[src/rtl/timestamp_readout_arbiter.sv]
// timestamp_readout_arbiter
// Merges the 32-bit readout FIFO streams of N_SRC timestamp cores into a
// single FIFO-style stream. Sources are served round-robin; a 3-word
// timestamp record (type nibble [27:24] = 1, 2, 3) is kept atomic by
// locking the grant on the source that delivered the record head.
// The output side is a one-entry register that can be refilled in the same
// cycle it is read, so the merged stream sustains one word per cycle.
//
// Optional feature (compile-time macro TS_ARB_LOCK_TIMEOUT_EN):
//   defined   - a locked source that stays empty for TIMEOUT cycles is
//               forcibly released and the event counts as a sequence error.
//   undefined - a locked source is waited for indefinitely.

module timestamp_readout_arbiter #(
  parameter int N_SRC   = 4,
  parameter int TIMEOUT = 255
) (
  input  logic                 BUS_CLK,
  input  logic                 BUS_RST_N,
  input  logic [N_SRC-1:0]     SRC_FIFO_EMPTY,
  output logic [N_SRC-1:0]     SRC_FIFO_READ,
  input  logic [32*N_SRC-1:0]  SRC_FIFO_DATA,
  input  logic                 FIFO_READ,
  output logic                 FIFO_EMPTY,
  output logic [31:0]          FIFO_DATA,
  output logic [N_SRC-1:0]     GRANT,
  output logic                 LOCKED,
  output logic [7:0]           SEQ_ERR_CNT
);

  localparam int DATA_W = 32;
  localparam int PTR_W  = (N_SRC > 1) ? $clog2(N_SRC) : 1;

  localparam logic [3:0] TYPE_HEAD = 4'h1;
  localparam logic [3:0] TYPE_BODY = 4'h2;
  localparam logic [3:0] TYPE_TAIL = 4'h3;

  // Parameter sanity checks, evaluated at elaboration only.
  if (N_SRC < 2 || N_SRC > 8) begin : g_bad_n_src
    $error("timestamp_readout_arbiter: N_SRC must lie in 2..8");
  end
  if (TIMEOUT < 1) begin : g_bad_timeout
    $error("timestamp_readout_arbiter: TIMEOUT must be at least 1");
  end

  typedef enum logic {
    ST_IDLE   = 1'b0,
    ST_LOCKED = 1'b1
  } state_t;

  // Saturating increment for the 8-bit error counter: holds at 255.
  function automatic logic [7:0] sat_inc8(input logic [7:0] v);
    return (v == 8'hFF) ? v : v + 8'd1;
  endfunction

  // ------------------------------------------------------------------
  // Control state
  // ------------------------------------------------------------------
  state_t           state_q, state_d;
  logic [PTR_W-1:0] rr_ptr_q, rr_ptr_d;
  logic [PTR_W-1:0] gnt_idx_q, gnt_idx_d;
  logic [7:0]       err_cnt_q;

  // ------------------------------------------------------------------
  // Pop-side signals
  // ------------------------------------------------------------------
  logic [DATA_W-1:0] src_word [N_SRC];
  logic [PTR_W-1:0]  sel_idx;
  logic              sel_vld;
  logic [PTR_W-1:0]  pop_idx;
  logic              pop_en;
  logic [DATA_W-1:0] pop_word;
  logic [3:0]        pop_type;
  logic              load_ok;
  logic              seq_err;
  logic              timeout_hit;

  // ------------------------------------------------------------------
  // Output buffer (one entry)
  // ------------------------------------------------------------------
  logic [DATA_W-1:0] out_data_p1;
  logic              out_vld_p1;

  // Unpack the flat source data bus into one word per source.
  for (genvar i = 0; i < N_SRC; i++) begin : g_unpack
    assign src_word[i] = SRC_FIFO_DATA[DATA_W*i +: DATA_W];
  end

  // The buffer accepts a new word when it is empty, or when its current
  // word leaves downstream in this same cycle.
  assign load_ok = !out_vld_p1 || FIFO_READ;

  // Round-robin candidate: first non-empty source strictly after rr_ptr,
  // wrapping modulo N_SRC.
  always_comb begin
    logic [PTR_W:0]   cand;
    logic [PTR_W-1:0] cand_idx;
    sel_idx  = '0;
    sel_vld  = 1'b0;
    cand     = '0;
    cand_idx = '0;
    for (int k = 1; k <= N_SRC; k++) begin
      cand = {1'b0, rr_ptr_q} + (PTR_W+1)'(k);
      if (cand >= (PTR_W+1)'(N_SRC)) begin
        cand = cand - (PTR_W+1)'(N_SRC);
      end
      cand_idx = cand[PTR_W-1:0];
      if (!sel_vld && !SRC_FIFO_EMPTY[cand_idx]) begin
        sel_vld = 1'b1;
        sel_idx = cand_idx;
      end
    end
  end

  // While idle the round-robin candidate is popped; while locked only the
  // granted source may be popped, every other source waits.
  assign pop_idx  = (state_q == ST_IDLE) ? sel_idx : gnt_idx_q;
  assign pop_en   = load_ok && ((state_q == ST_IDLE) ? sel_vld
                                                     : !SRC_FIFO_EMPTY[gnt_idx_q]);
  assign pop_word = src_word[pop_idx];
  assign pop_type = pop_word[27:24];

`ifdef TS_ARB_LOCK_TIMEOUT_EN
  localparam int TMO_W = $clog2(TIMEOUT + 1);

  logic [TMO_W-1:0] tmo_cnt_q;
  logic             tmo_run;

  // The counter only advances while a record is open and its source has
  // nothing to give; any pop (which needs a non-empty source) clears it.
  assign tmo_run     = (state_q == ST_LOCKED) && SRC_FIFO_EMPTY[gnt_idx_q];
  assign timeout_hit = tmo_run && (tmo_cnt_q == TMO_W'(TIMEOUT - 1));

  // Lock starvation counter.
  always_ff @(posedge BUS_CLK or negedge BUS_RST_N) begin
    if (!BUS_RST_N) begin
      tmo_cnt_q <= '0;
    end else if (!tmo_run || timeout_hit) begin
      tmo_cnt_q <= '0;
    end else begin
      tmo_cnt_q <= tmo_cnt_q + TMO_W'(1);
    end
  end
`else
  // Without the timeout a locked source is waited for forever.
  assign timeout_hit = 1'b0;
`endif

  // State register: FSM state, round-robin pointer, granted index.
  always_ff @(posedge BUS_CLK or negedge BUS_RST_N) begin
    if (!BUS_RST_N) begin
      state_q   <= ST_IDLE;
      rr_ptr_q  <= PTR_W'(N_SRC - 1);
      gnt_idx_q <= '0;
    end else begin
      state_q   <= state_d;
      rr_ptr_q  <= rr_ptr_d;
      gnt_idx_q <= gnt_idx_d;
    end
  end

  // Next-state logic: decode the type of the word being popped.
  always_comb begin
    state_d   = state_q;
    rr_ptr_d  = rr_ptr_q;
    gnt_idx_d = gnt_idx_q;
    seq_err   = 1'b0;
    case (state_q)
      ST_IDLE: begin
        if (pop_en) begin
          if (pop_type == TYPE_HEAD) begin
            state_d   = ST_LOCKED;
            gnt_idx_d = sel_idx;
          end else begin
            // Stray single word: forwarded on its own, counts as served.
            rr_ptr_d = sel_idx;
          end
        end
      end
      ST_LOCKED: begin
        if (pop_en) begin
          if (pop_type == TYPE_TAIL) begin
            state_d  = ST_IDLE;
            rr_ptr_d = gnt_idx_q;
          end else if (pop_type != TYPE_BODY) begin
            // A second head or an unknown type inside a record is still
            // forwarded, but the record is flagged as malformed.
            seq_err = 1'b1;
          end
        end else if (timeout_hit) begin
          state_d  = ST_IDLE;
          rr_ptr_d = gnt_idx_q;
        end
      end
      default: begin
        state_d = ST_IDLE;
      end
    endcase
  end

  // Output logic: pop strobe, grant vector and lock flag.
  always_comb begin
    SRC_FIFO_READ = '0;
    GRANT         = '0;
    LOCKED        = (state_q == ST_LOCKED);
    if (pop_en && BUS_RST_N) begin
      SRC_FIFO_READ[pop_idx] = 1'b1;
    end
    if (state_q == ST_LOCKED) begin
      GRANT[gnt_idx_q] = 1'b1;
    end
  end

  // Sequence-error counter, saturating at 255.
  always_ff @(posedge BUS_CLK or negedge BUS_RST_N) begin
    if (!BUS_RST_N) begin
      err_cnt_q <= '0;
    end else if (seq_err || timeout_hit) begin
      err_cnt_q <= sat_inc8(err_cnt_q);
    end
  end

  // Output buffer: a pop overwrites the entry (also while it is being read),
  // otherwise a downstream read drains it. Reads of an empty buffer do nothing.
  always_ff @(posedge BUS_CLK or negedge BUS_RST_N) begin
    if (!BUS_RST_N) begin
      out_vld_p1  <= 1'b0;
      out_data_p1 <= '0;
    end else if (pop_en) begin
      out_vld_p1  <= 1'b1;
      out_data_p1 <= pop_word;
    end else if (FIFO_READ) begin
      out_vld_p1  <= 1'b0;
    end
  end

  assign FIFO_EMPTY  = !out_vld_p1;
  assign FIFO_DATA   = out_data_p1;
  assign SEQ_ERR_CNT = err_cnt_q;

endmodule
[config.mk]
export PLATFORM = sky130hd
export DESIGN_NAME = timestamp_readout_arbiter
export DESIGN_NICKNAME = d
export VERILOG_FILES = /design/src/rtl/timestamp_readout_arbiter.sv
export SDC_FILE = /design/constraint.sdc
export NUM_CORES = 1
export LEC_CHECK = 0
export ABC_CLOCK_PERIOD_IN_PS = 2400
export CAP_MARGIN = 0
export CELL_PAD_IN_SITES_DETAIL_PLACEMENT = 0
export CELL_PAD_IN_SITES_GLOBAL_PLACEMENT = 1
export CORE_MARGIN = 2
export CORE_UTILIZATION = 24
export CTS_CLUSTER_DIAMETER = 50
export DETAILED_ROUTE_END_ITERATION = 16
export PLACE_DENSITY = 0.8
export SLEW_MARGIN = 40
export SYNTH_ARGS = -nofsm -noshare
export SYNTH_HDL_FRONTEND = slang
export SYNTH_SLANG_ARGS = --single-unit
[constraint.sdc]
create_clock -name BUS_CLK -period 2.4 [get_ports BUS_CLK]
set_input_delay 0.24 -clock BUS_CLK [delete_from_list [all_inputs] [get_ports BUS_CLK]]
set_output_delay 0.24 -clock BUS_CLK [all_outputs]
set_load 0.02 [all_outputs]
## Word-level counts from Yosys, hierarchy flattened

Cells that the tools add are included.
Widths: inputs -> output; s select.

| word-level totals | value |
|---|---|
| bits in registers | 46 |
| bits of input ports | 135 |
| logic and storage cells | 107 |

| operators by class | value |
|---|---|
| $add $sub $neg | 9 |
| magnitude comparators | 13 |
| equality and inequality tests | 8 |
| muxes and demuxes | 49 |
| bitwise logic cells | 3 |
| reductions and logical operators | 19 |

Operator list:

| operator | number |
|---|---|
| $bmux 32 s2 | 1 |
| $mux 32 | 2 |
| $mux 2 | 13 |
| $mux 1 | 22 |
| $lt 2x3->1 const B | 6 |
| $ge 3x3->1 const B | 5 |
| $bmux 1 s2 | 5 |
| $add 8x1->8 const B | 1 |
| $eq 8x8->1 const B | 1 |
| $mux 4 | 2 |
| $sub 2x1->2 const B | 4 |
| $logic_and 1x1->1 | 7 |
| $logic_not 1->1 | 7 |
| $add 2x2->3 const B | 2 |
| $demux 1 s2 | 2 |
| $eq 4x1->1 const B | 1 |
| $eq 4x2->1 const B | 1 |
| $ge 2x1->1 const B | 2 |
| $ne 2x1->1 const B | 2 |
| $ne 2x2->1 const B | 2 |
| $ne 4x2->1 const B | 1 |
| $pmux 2 s2 | 1 |
| $reduce_and 4->1 | 1 |
| $add 2x1->3 const B | 1 |
| other kinds (8) | 9 |

## Depth between registers and ports, before layout

Gate-level depths: netlist of the first run.

| logic depth | value |
|---|---|
| depth after elaboration | 25 |
| gate-level depth with buffers | 10 |
| gate-level depth less buffers | 7 |

## Worst setup path after synthesis of the first run

Ideal clock, no wire load.

| timing path | value |
|---|---|
| path kind | register to register |
| from | reg state_q, in the netlist LOCKED |
| to | reg gnt_idx_q[1] |
| library setup time | 0.128 ns |
| arrival | 2.453 ns |
| required time | 2.272 ns |
| setup slack | -0.181 ns |
| cell stages (with the launch flop) | 10 |
| buffers on the path | 2 |
| clock period less this slack | 2.581 ns |
| cell sequence | dfrtp_1 > clkbuf_1 > a21oi_1 > o31ai_1 > o21a_1 > clkbuf_1 > mux2_2 > mux2_2 > nor3b_4 > mux2_1 |

| on the way | value |
|---|---|
| word-level cells in the longest chain between the ends | 7 |
| elaborated cells on any way between the ends | 10 |
| classes of those cells | 1 x eq/ne; 5 x mux; 2 x bitwise; 2 x reduce/logical |

Ends and longest elaborated chain:

| item | line | text |
|---|---|---|
| start: declaration | 59 | `state_t state_q, state_d;` |
| start signal: assignment | 156 | `state_q <= state_d;` |
| $mux 2 | 117 | `assign pop_idx = (state_q == ST_IDLE) ? sel_idx : gnt_idx_q;` |
| $not 2->3 (not written as such) | 120 | `assign pop_word = src_word[pop_idx];` |
| $bmux 32 s2 | 120 |  |
| $mux 32 (not written as such) (2 in series) | 120 |  |
| $eq 4x1->1 | 171 | `if (pop_type == TYPE_HEAD) begin` |
| $reduce_and 3->1 (no source line) (*) | -- |  |
| end signal: assignment | 158 | `gnt_idx_q <= gnt_idx_d;` |
| end: declaration | 61 | `logic [PTR_W-1:0] gnt_idx_q, gnt_idx_d;` |

Mark *: on every way between the ends. The rest lies on a longest branch, timed or not. The select of a mux whose other input is x is not followed.
A chain may end at the register's enable or synchronous reset.

## Worst setup path in the final report of the first run

| timing path | value |
|---|---|
| from | reg rr_ptr_q[1] |
| to | reg gnt_idx_q[0] |

| on the way | value |
|---|---|
| word-level cells in the longest chain between the ends | 21 |
| elaborated cells on any way between the ends | 49 |
| classes of those cells | 8 x add/sub; 4 x order compare; 1 x eq/ne; 25 x mux; 1 x bitwise; 10 x reduce/logical |

Ends and longest elaborated chain:

| item | line | text |
|---|---|---|
| start: declaration | 60 | `logic [PTR_W-1:0] rr_ptr_q, rr_ptr_d;` |
| start signal: assignment | 153 | `rr_ptr_q <= PTR_W'(N_SRC - 1);` |
| start signal: assignment | 157 | `rr_ptr_q <= rr_ptr_d;` |
| $add 2x2->3 | 103 | `cand = {1'b0, rr_ptr_q} + (PTR_W+1)'(k);` |
| $ge 3x3->1 / $sub 2x1->2 (equally long branches) | 104, 105 |  |
| $mux 2 | 104 | `if (cand >= (PTR_W+1)'(N_SRC)) begin` |
| $bmux 1 s2 | 108 | `if (!sel_vld && !SRC_FIFO_EMPTY[cand_idx]) begin` |
| $mux 1 (not written as such) | 108 |  |
| $logic_not 1->1 | 108 |  |
| $logic_and 1x1->1 | 108 |  |
| $mux 1 | 108 |  |
| [4 not listed] | -- |  |
| $logic_and 1x1->1 | 108 |  |
| $mux 2 | 108 |  |
| $mux 2 | 117 |  |
| $not 2->3 (not written as such) | 120 |  |
| $bmux 32 s2 | 120 |  |
| $mux 32 (not written as such) (2 in series) | 120 |  |
| $eq 4x1->1 | 171 |  |
| $reduce_and 3->1 (no source line) | -- |  |

Several ways; a longest one is shown, not always the timed one. The select of a mux whose other input is x is not followed.

==> impl_metrics.toml, run 1 <==
[global_route]
grt_pass1_wl_mm = 16.6
grt_pass1_vias = 3388
grt_usage_pct = 15.6
antenna_found_initial = 0
grt_overflow = 0
grt_start_max_net_pins = 47

[pwr]
p_leak_nw = 2.41
power_frac_clock_pct = 10.9
intPower_mw = 3.99
p_switching_mw = 2.94
swShare_pct = 42.4
power_density_mw_per_mm2 = 1220
seqPwrFrac_pct = 20.5
peakVddDrop_mv = 0.567
pwr-share-comb_pct = 68.6

[layout]
fin_cells = 735
area_growth_syn_to_layout_pct = 84.4
layout-drive-gt1-share_pct = 15.8
fillerInstances = 1237
n_antenna_cell = 0
final_core_util_pct = 45.1
layout.nets = 698

[worst_setup_path]
start_kind = "flip-flop"
slowest_stage = "dfstp_2"
cp.required_ps = 2600
worstSetupPathType = "flip-flop to flip-flop"
end_kind = "flip-flop"
worstPathArrival_ps = 2600
worstPathMaxFanout = 5
crit_chain = "nor2_2 -> o21a_1 -> o41a_4 -> mux4_2 -> nor3b_4 -> buf_4 -> mux2i_1"
crit_path_max_incr_delay_ps = 580

[drt]
finalWirelength_mm = 11.5
wl_per_cell_microns = 15.6
dr_total_vias = 3552
drtPass1Iterations = 4
ant_nets = 0
drc = 0
drt_iter0_drc = 153
vias_per_cell = 4.83

[synthesis]
yosysSeqAreaShare_pct = 37.5
synth-xor-area-share_pct = 1.99
syn-num-nets = 491
synth.distinct_cells = 40
yosys.area_share.adder_pct = 0.407
synthMuxAreaShare_pct = 4.96
synth-simple-area-share_pct = 21.6
synth_top_family_by_area = "compound AO/OA/AOI/OAI gates"
synth_area_sq_mm = 0.00308
synthCells = 355
yosys_register_bits = 46
synth.avg_cell_area_sq_um = 8.66
synth_compound_area_share_pct = 28.9
ys_warn_count = 0

[cts]
hold_buffers = 0
clkTransAtPathRegs_ps = 60
cts_tree = "built"
clk_latency_ps = 290
cts.sinks = 46
htreeDepth = 2
cts-buffers-inserted = 5
ctsLongestPathBuffers = 2
cts_root_buf = "clkbuf_16"

[die]
core_sq_mm = 0.0126
std_cell_rows = 41
start_util_pct = 24.5
die_y_microns = 117
num_io_pins = 185
die_x_microns = 117
die_area_sq_mm = 0.0137

[sta]
worst-slew-pin-transition_ps = 593
rsz0062_at_grt = "yes"
fin_crit_ps = 2400
drv_slew = 0
final.period_utilization_pct = 99.9
fin_hold_ws_ps = 173
setup_slack_ps = 3.54
fmax_mhz = 417
max_slew_margin_pct = 60.4
setup_viol = 0
skew_ps = 5.67
hold_violations = 0

[place]
dp_cells = 718
dp_hpwl_mm = 8.62
gp_congestion = 0.866
pre_cts_ws_ps = -374
io_buffer_count = 184

[flow_run]
drv_cap = 0

[outcome]
status = "complete, no violations"

[min_path]
hold_class = "input port to asynchronous set/reset pin"
worst paths after layout:
check,start,endpoint,slack (ps),cells past startpoint
min in group BUS_CLK,FIFO_DATA[20],FIFO_DATA[20],470,1
worst min register to register,FIFO_DATA[20],FIFO_DATA[20],470,1
worst max register to register,rr_ptr_q[1],gnt_idx_q[0],4,7
worst min-delay path,BUS_RST_N,FIFO_DATA[3],170,2
max in group asynchronous,BUS_RST_N,LOCKED,1810,2
worst max-delay path,rr_ptr_q[1],gnt_idx_q[0],4,7
power by group through the flow:
stage	registers [mW]	logic (mW)	clock network, mW
final	1.42	4.76	0.755
after detailed placement	1.42	4.35	0
after CTS	1.42	4.43	0.788
after floorplan	1.75	2.19	0
after global routing	1.47	5.15	0.820
after global placement	1.41	4.29	0
synth_stat cells:
| library cell | number | area, sq um |
|---|---|---|
| a211oi_1 | 32 | 240 |
| a21boi_1 | 1 | 7.51 |
| a21o_1 | 32 | 240 |
| a21oi_1 | 2 | 10.0 |
| a21oi_2 | 1 | 8.76 |
| a311oi_1 | 31 | 272 |
| a31oi_1 | 1 | 6.26 |
| a32o_1 | 1 | 10.0 |
| and2_1 | 31 | 194 |
| and3_1 | 4 | 25.0 |
| buf_1 | 1 | 3.75 |
| buf_2 | 6 | 30.0 |
| clkbuf_1 | 23 | 86.3 |
| dfrtp_1 | 44 | 1100 |
| dfstp_2 | 2 | 52.6 |
| ha_1 | 1 | 12.5 |
| inv_1 | 6 | 22.5 |
| mux2_1 | 1 | 11.3 |
| mux2_2 | 5 | 56.3 |
| mux2i_1 | 4 | 40.0 |
| mux4_2 | 2 | 45.0 |
| nand2_1 | 75 | 282 |
| nand2b_1 | 4 | 25.0 |
| nand3_1 | 3 | 15.0 |
| nand3b_1 | 1 | 7.51 |
| nand4_1 | 4 | 25.0 |
| nor2_1 | 12 | 45.0 |
| nor2b_1 | 1 | 6.26 |
| nor3_1 | 4 | 20.0 |
| nor3b_4 | 1 | 18.8 |
| o2111ai_1 | 2 | 17.5 |
| o211ai_1 | 2 | 15.0 |
| o21a_1 | 2 | 15.0 |
| o21ai_0 | 1 | 5.00 |
| o21bai_1 | 2 | 15.0 |
| o31ai_1 | 1 | 7.51 |
| o41a_1 | 1 | 11.3 |
| o41ai_1 | 1 | 8.76 |
| xnor2_1 | 6 | 52.6 |
| xor2_1 | 1 | 8.76 |
layer usage:
layer	routed length, microns	vias up	GRT usage [%]
met2	5720	138	27.8
met3	844	17	3.35
li1	-	1717	-
met1	4650	1680	18.5
met5	0	-	0
met4	248	0	5.41
metrics by stage:
| step | power (mW) | instance area [sq um] | setup TNS [ps] |
|---|---|---|---|
| 2_1_floorplan | 3.94 | 3090 | 0 |
| 3_3_place_gp | 5.69 | 5310 | -10430 |
| 3_5_place_dp | 5.77 | 5310 | -12880 |
| 4_1_cts | 6.64 | 5510 | 0 |
| 5_1_grt | 7.44 | 5670 | -553 |
| 6_report | 6.93 | 5670 | 0 |
state kept, by name, summed over array words and instances, names as in the netlist:
name / cells
FIFO_DATA: 32
SEQ_ERR_CNT: 8
gnt_idx_q: 2
rr_ptr_q: 2
LOCKED: 1
out_vld_p1: 1
cells in the final DEF, fill, tap and decap left out, drive strengths merged, types with 2 or more instances in the layout:
| cell | count |
|---|---|
| a21o | 32 |
| nor2 | 12 |
| o21a | 2 |
| clkbuf | 9 |
| dfrtp | 44 |
| o21bai | 2 |
| and3 | 4 |
| o2111ai | 2 |
| nand3 | 3 |
| nor3 | 4 |
| inv | 6 |
| mux4 | 2 |
| mux2 | 6 |
| a211oi | 32 |
| nand2 | 75 |
| mux2i | 4 |
| o211ai | 2 |
| a21oi | 3 |
| buf | 50 |
| and2 | 31 |
| nand2b | 4 |
| dlygate4sd2 | 3 |
| clkdlybuf4s50 | 176 |
| nand4 | 4 |
| dfstp | 2 |
| a311oi | 31 |
| xnor2 | 6 |
area by class of cell:
cell class                      instances  area, sq um  share of cell area [%]
Clock buffer                            8          166                    2.93
Inverter                                6         22.5                   0.397
Multi-Input combinational cell        273         1880                    33.2
Sequential cell                        46         1150                    20.4
Tap cell                              172          215                    3.80
Timing Repair Buffer                  230         2230                    39.3
critical path, delay by kind of cell (launching register included):
family | cells | cell delay, ps
buffers and inverters | 1 | 150
multiplexers | 2 | 690
AO/OA/AOI/OAI | 2 | 580
flip-flops | 1 | 580
AND/OR/NAND/NOR | 2 | 300
what timing repair did:
item / CTS / global route
endpoints found under the setup margin: 23 / 45
setup buffers: 1 / 8
gates resized for setup: 27 / 26
pin swaps: 4 / 8
gates cloned: 0 / 0
kinds of logic (layout without fill, tap and decap cells):
group	Yosys count	in the layout
AOI/OAI and AO/OA	113	113
adders and majority gates	1	1
muxes	12	12
DFF	46	46
buffers and inverters	36	244
xor gates and xnor gates	7	7
and+or+nand+nor	140	140
Note: power is estimated with default switching activity, not from simulation.
==> inputs of run 2 (changes only) <==
Settings changed: CORE_ASPECT_RATIO set to 0.8.
==> run 2 against run 1 <==
The run now ends with setup timing left. Register-to-register slack about the same. Via count fell by 0.20%. Sequential power barely moved. Design area about the same. Critical path depth unchanged. Combinational power up 3%. Global-route usage increased by 0.54 points. Routed wire length up 4.6%. Clock power decreased by 14%. Largest cell class unchanged.
==> impl_metrics.toml, run 2 (same netlist as run 1, synthesis figures left out) <==
[outcome]
status = "finished with violations"
violations = "setup timing"

[die]
core_sq_mm = 0.0123
die_area_sq_mm = 0.0137
die_x_microns = 131
num_io_pins = 185
std_cell_rows = 36
start_util_pct = 24.9
die_y_microns = 105

[worst_setup_path]
r2r-end = "gnt_idx_q[1]"
crit_path_max_incr_delay_ps = 580
worstPathMaxFanout = 5
cp_common_cell = "mux2_4"
worstSetupPathType = "flip-flop to flip-flop"
cp_num_buf_inv = 0
reg2reg_depth = 7
end_kind = "flip-flop"
worstPathArrival_ps = 2570
crit_chain = "nor2b_4 -> o31ai_4 -> o21a_2 -> mux2_4 -> mux2_4 -> nor3b_4 -> mux2_4"
start_kind = "flip-flop"
rr_startpoint = "rr_ptr_q[1]"
r2r_slack_ps = -3
slowest_stage = "dfstp_2"
cp.required_ps = 2570
crit_family = "multiplexers"

[place]
gp_congestion = 0.942
dp_hpwl_mm = 8.74
io_buffer_count = 184
pre_cts_ws_ps = -392

[sta]
skew_ps = 2.23
fin_tns_setup_ps = -3.43
max_slew_margin_pct = 55.2
setup_slack_ps = -3.43
fin_crit_ps = 2400
fin_hold_ws_ps = 141
drv_slew = 0
fmax_mhz = 416
hold_violations = 0
setup_viol = 1
rsz0062_at_grt = "yes"
worst-slew-pin-transition_ps = 673
final.period_utilization_pct = 100

[drt]
dr_total_vias = 3545
vias_per_cell = 4.84
finalWirelength_mm = 12.0
drc = 0
wl_per_cell_microns = 16.4
drt_iter0_drc = 179
ant_nets = 0
drtPass1Iterations = 4

[cts]
hold_buffers = 0
clkTransAtPathRegs_ps = 60
cts_tree = "built"
cts.sinks = 46
clk_latency_ps = 280
cts_root_buf = "clkbuf_16"
cts-buffers-inserted = 5
ctsLongestPathBuffers = 2
htreeDepth = 2

[layout]
area_growth_syn_to_layout_pct = 84.3
final_cell_mix = "clkdlybuf4s50_1, nand2_1, dfrtp_1"
layout.nets = 697
n_antenna_cell = 0
final_common_cell = "clkdlybuf4s50_1"
layout-drive-gt1-share_pct = 14.6
largest_reg_flops = 32
final_core_util_pct = 45.9

[global_route]
antenna_found_initial = 0
grt_usage_pct = 16.1
grt_pass1_vias = 3421
grt_pass1_wl_mm = 17.7
grt_start_max_net_pins = 64
grt_overflow = 0

[pwr]
p_leak_nw = 2.43
power_density_mw_per_mm2 = 1230
total_power_mw = 6.96
peakVddDrop_mv = 0.478

[min_path]
hold_class = "input port to asynchronous set/reset pin"

[flow_run]
drv_cap = 0
==> run 2: worst max path at each step <==
stage	start	endpoint	slack (ps)	cells after the start
after CTS	rr_ptr_q[1]	gnt_idx_q[1]	-0.4	6
after global routing	rr_ptr_q[1]	gnt_idx_q[1]	-60	7
final	rr_ptr_q[1]	gnt_idx_q[1]	-3	7
after detailed placement	SRC_FIFO_EMPTY[1]	SRC_FIFO_READ[1]	-390	9
after floorplan	LOCKED	gnt_idx_q[1]	4	9
after global placement	SRC_FIFO_EMPTY[1]	SRC_FIFO_READ[0]	-340	9
==> run 2: final cells by class <==
| type | instances | area (sq um) |
|---|---|---|
| inverters | 6 | 22.5 |
| well taps | 171 | 214 |
| flip-flops and latches | 46 | 1150 |
| multi-input cells | 273 | 1870 |
| clock buffers | 7 | 133 |
| fillers | 1205 | 6670 |
| repair buffers | 229 | 2270 |
==> run 2: timing repair <==
action                                  CTS  global route
gates cloned                              0             2
endpoints found under the setup margin    7            37
resized for setup                        22            24
pin swaps                                 1             9
setup buffers                             1             6
==> run 2: stage by stage <==
stage,cell area (sq um),instances
finish,5670,732
global route,5670,732
CTS,5490,724
detailed placement,5340,716
global placement,5340,716
floorplan,3090,355
==> run 2: per-layer routing <==
layer | global-route usage, % | up-vias | routed length (microns)
li1 | - | 1707 | -
met1 | 21.5 | 1698 | 5290
met2 | 26.1 | 136 | 5570
met3 | 4.52 | 4 | 1090
met4 | 3.27 | 0 | 49
met5 | 0 | - | 0
==> run 2: power breakdown <==
group / internal, mW / switching (mW)
clock network: 0.381 / 0.271
registers: 1.16 / 0.254
logic: 2.43 / 2.46
total: 3.97 / 2.99
==> run 2: worst register-to-register path, stage by stage (launching register included) <==
cell     delay [ps]
dfstp_2         580
nor2b_4         210
o31ai_4          70
o21a_2          280
mux2_4          320
mux2_4          300
nor3b_4         210
mux2_4          320
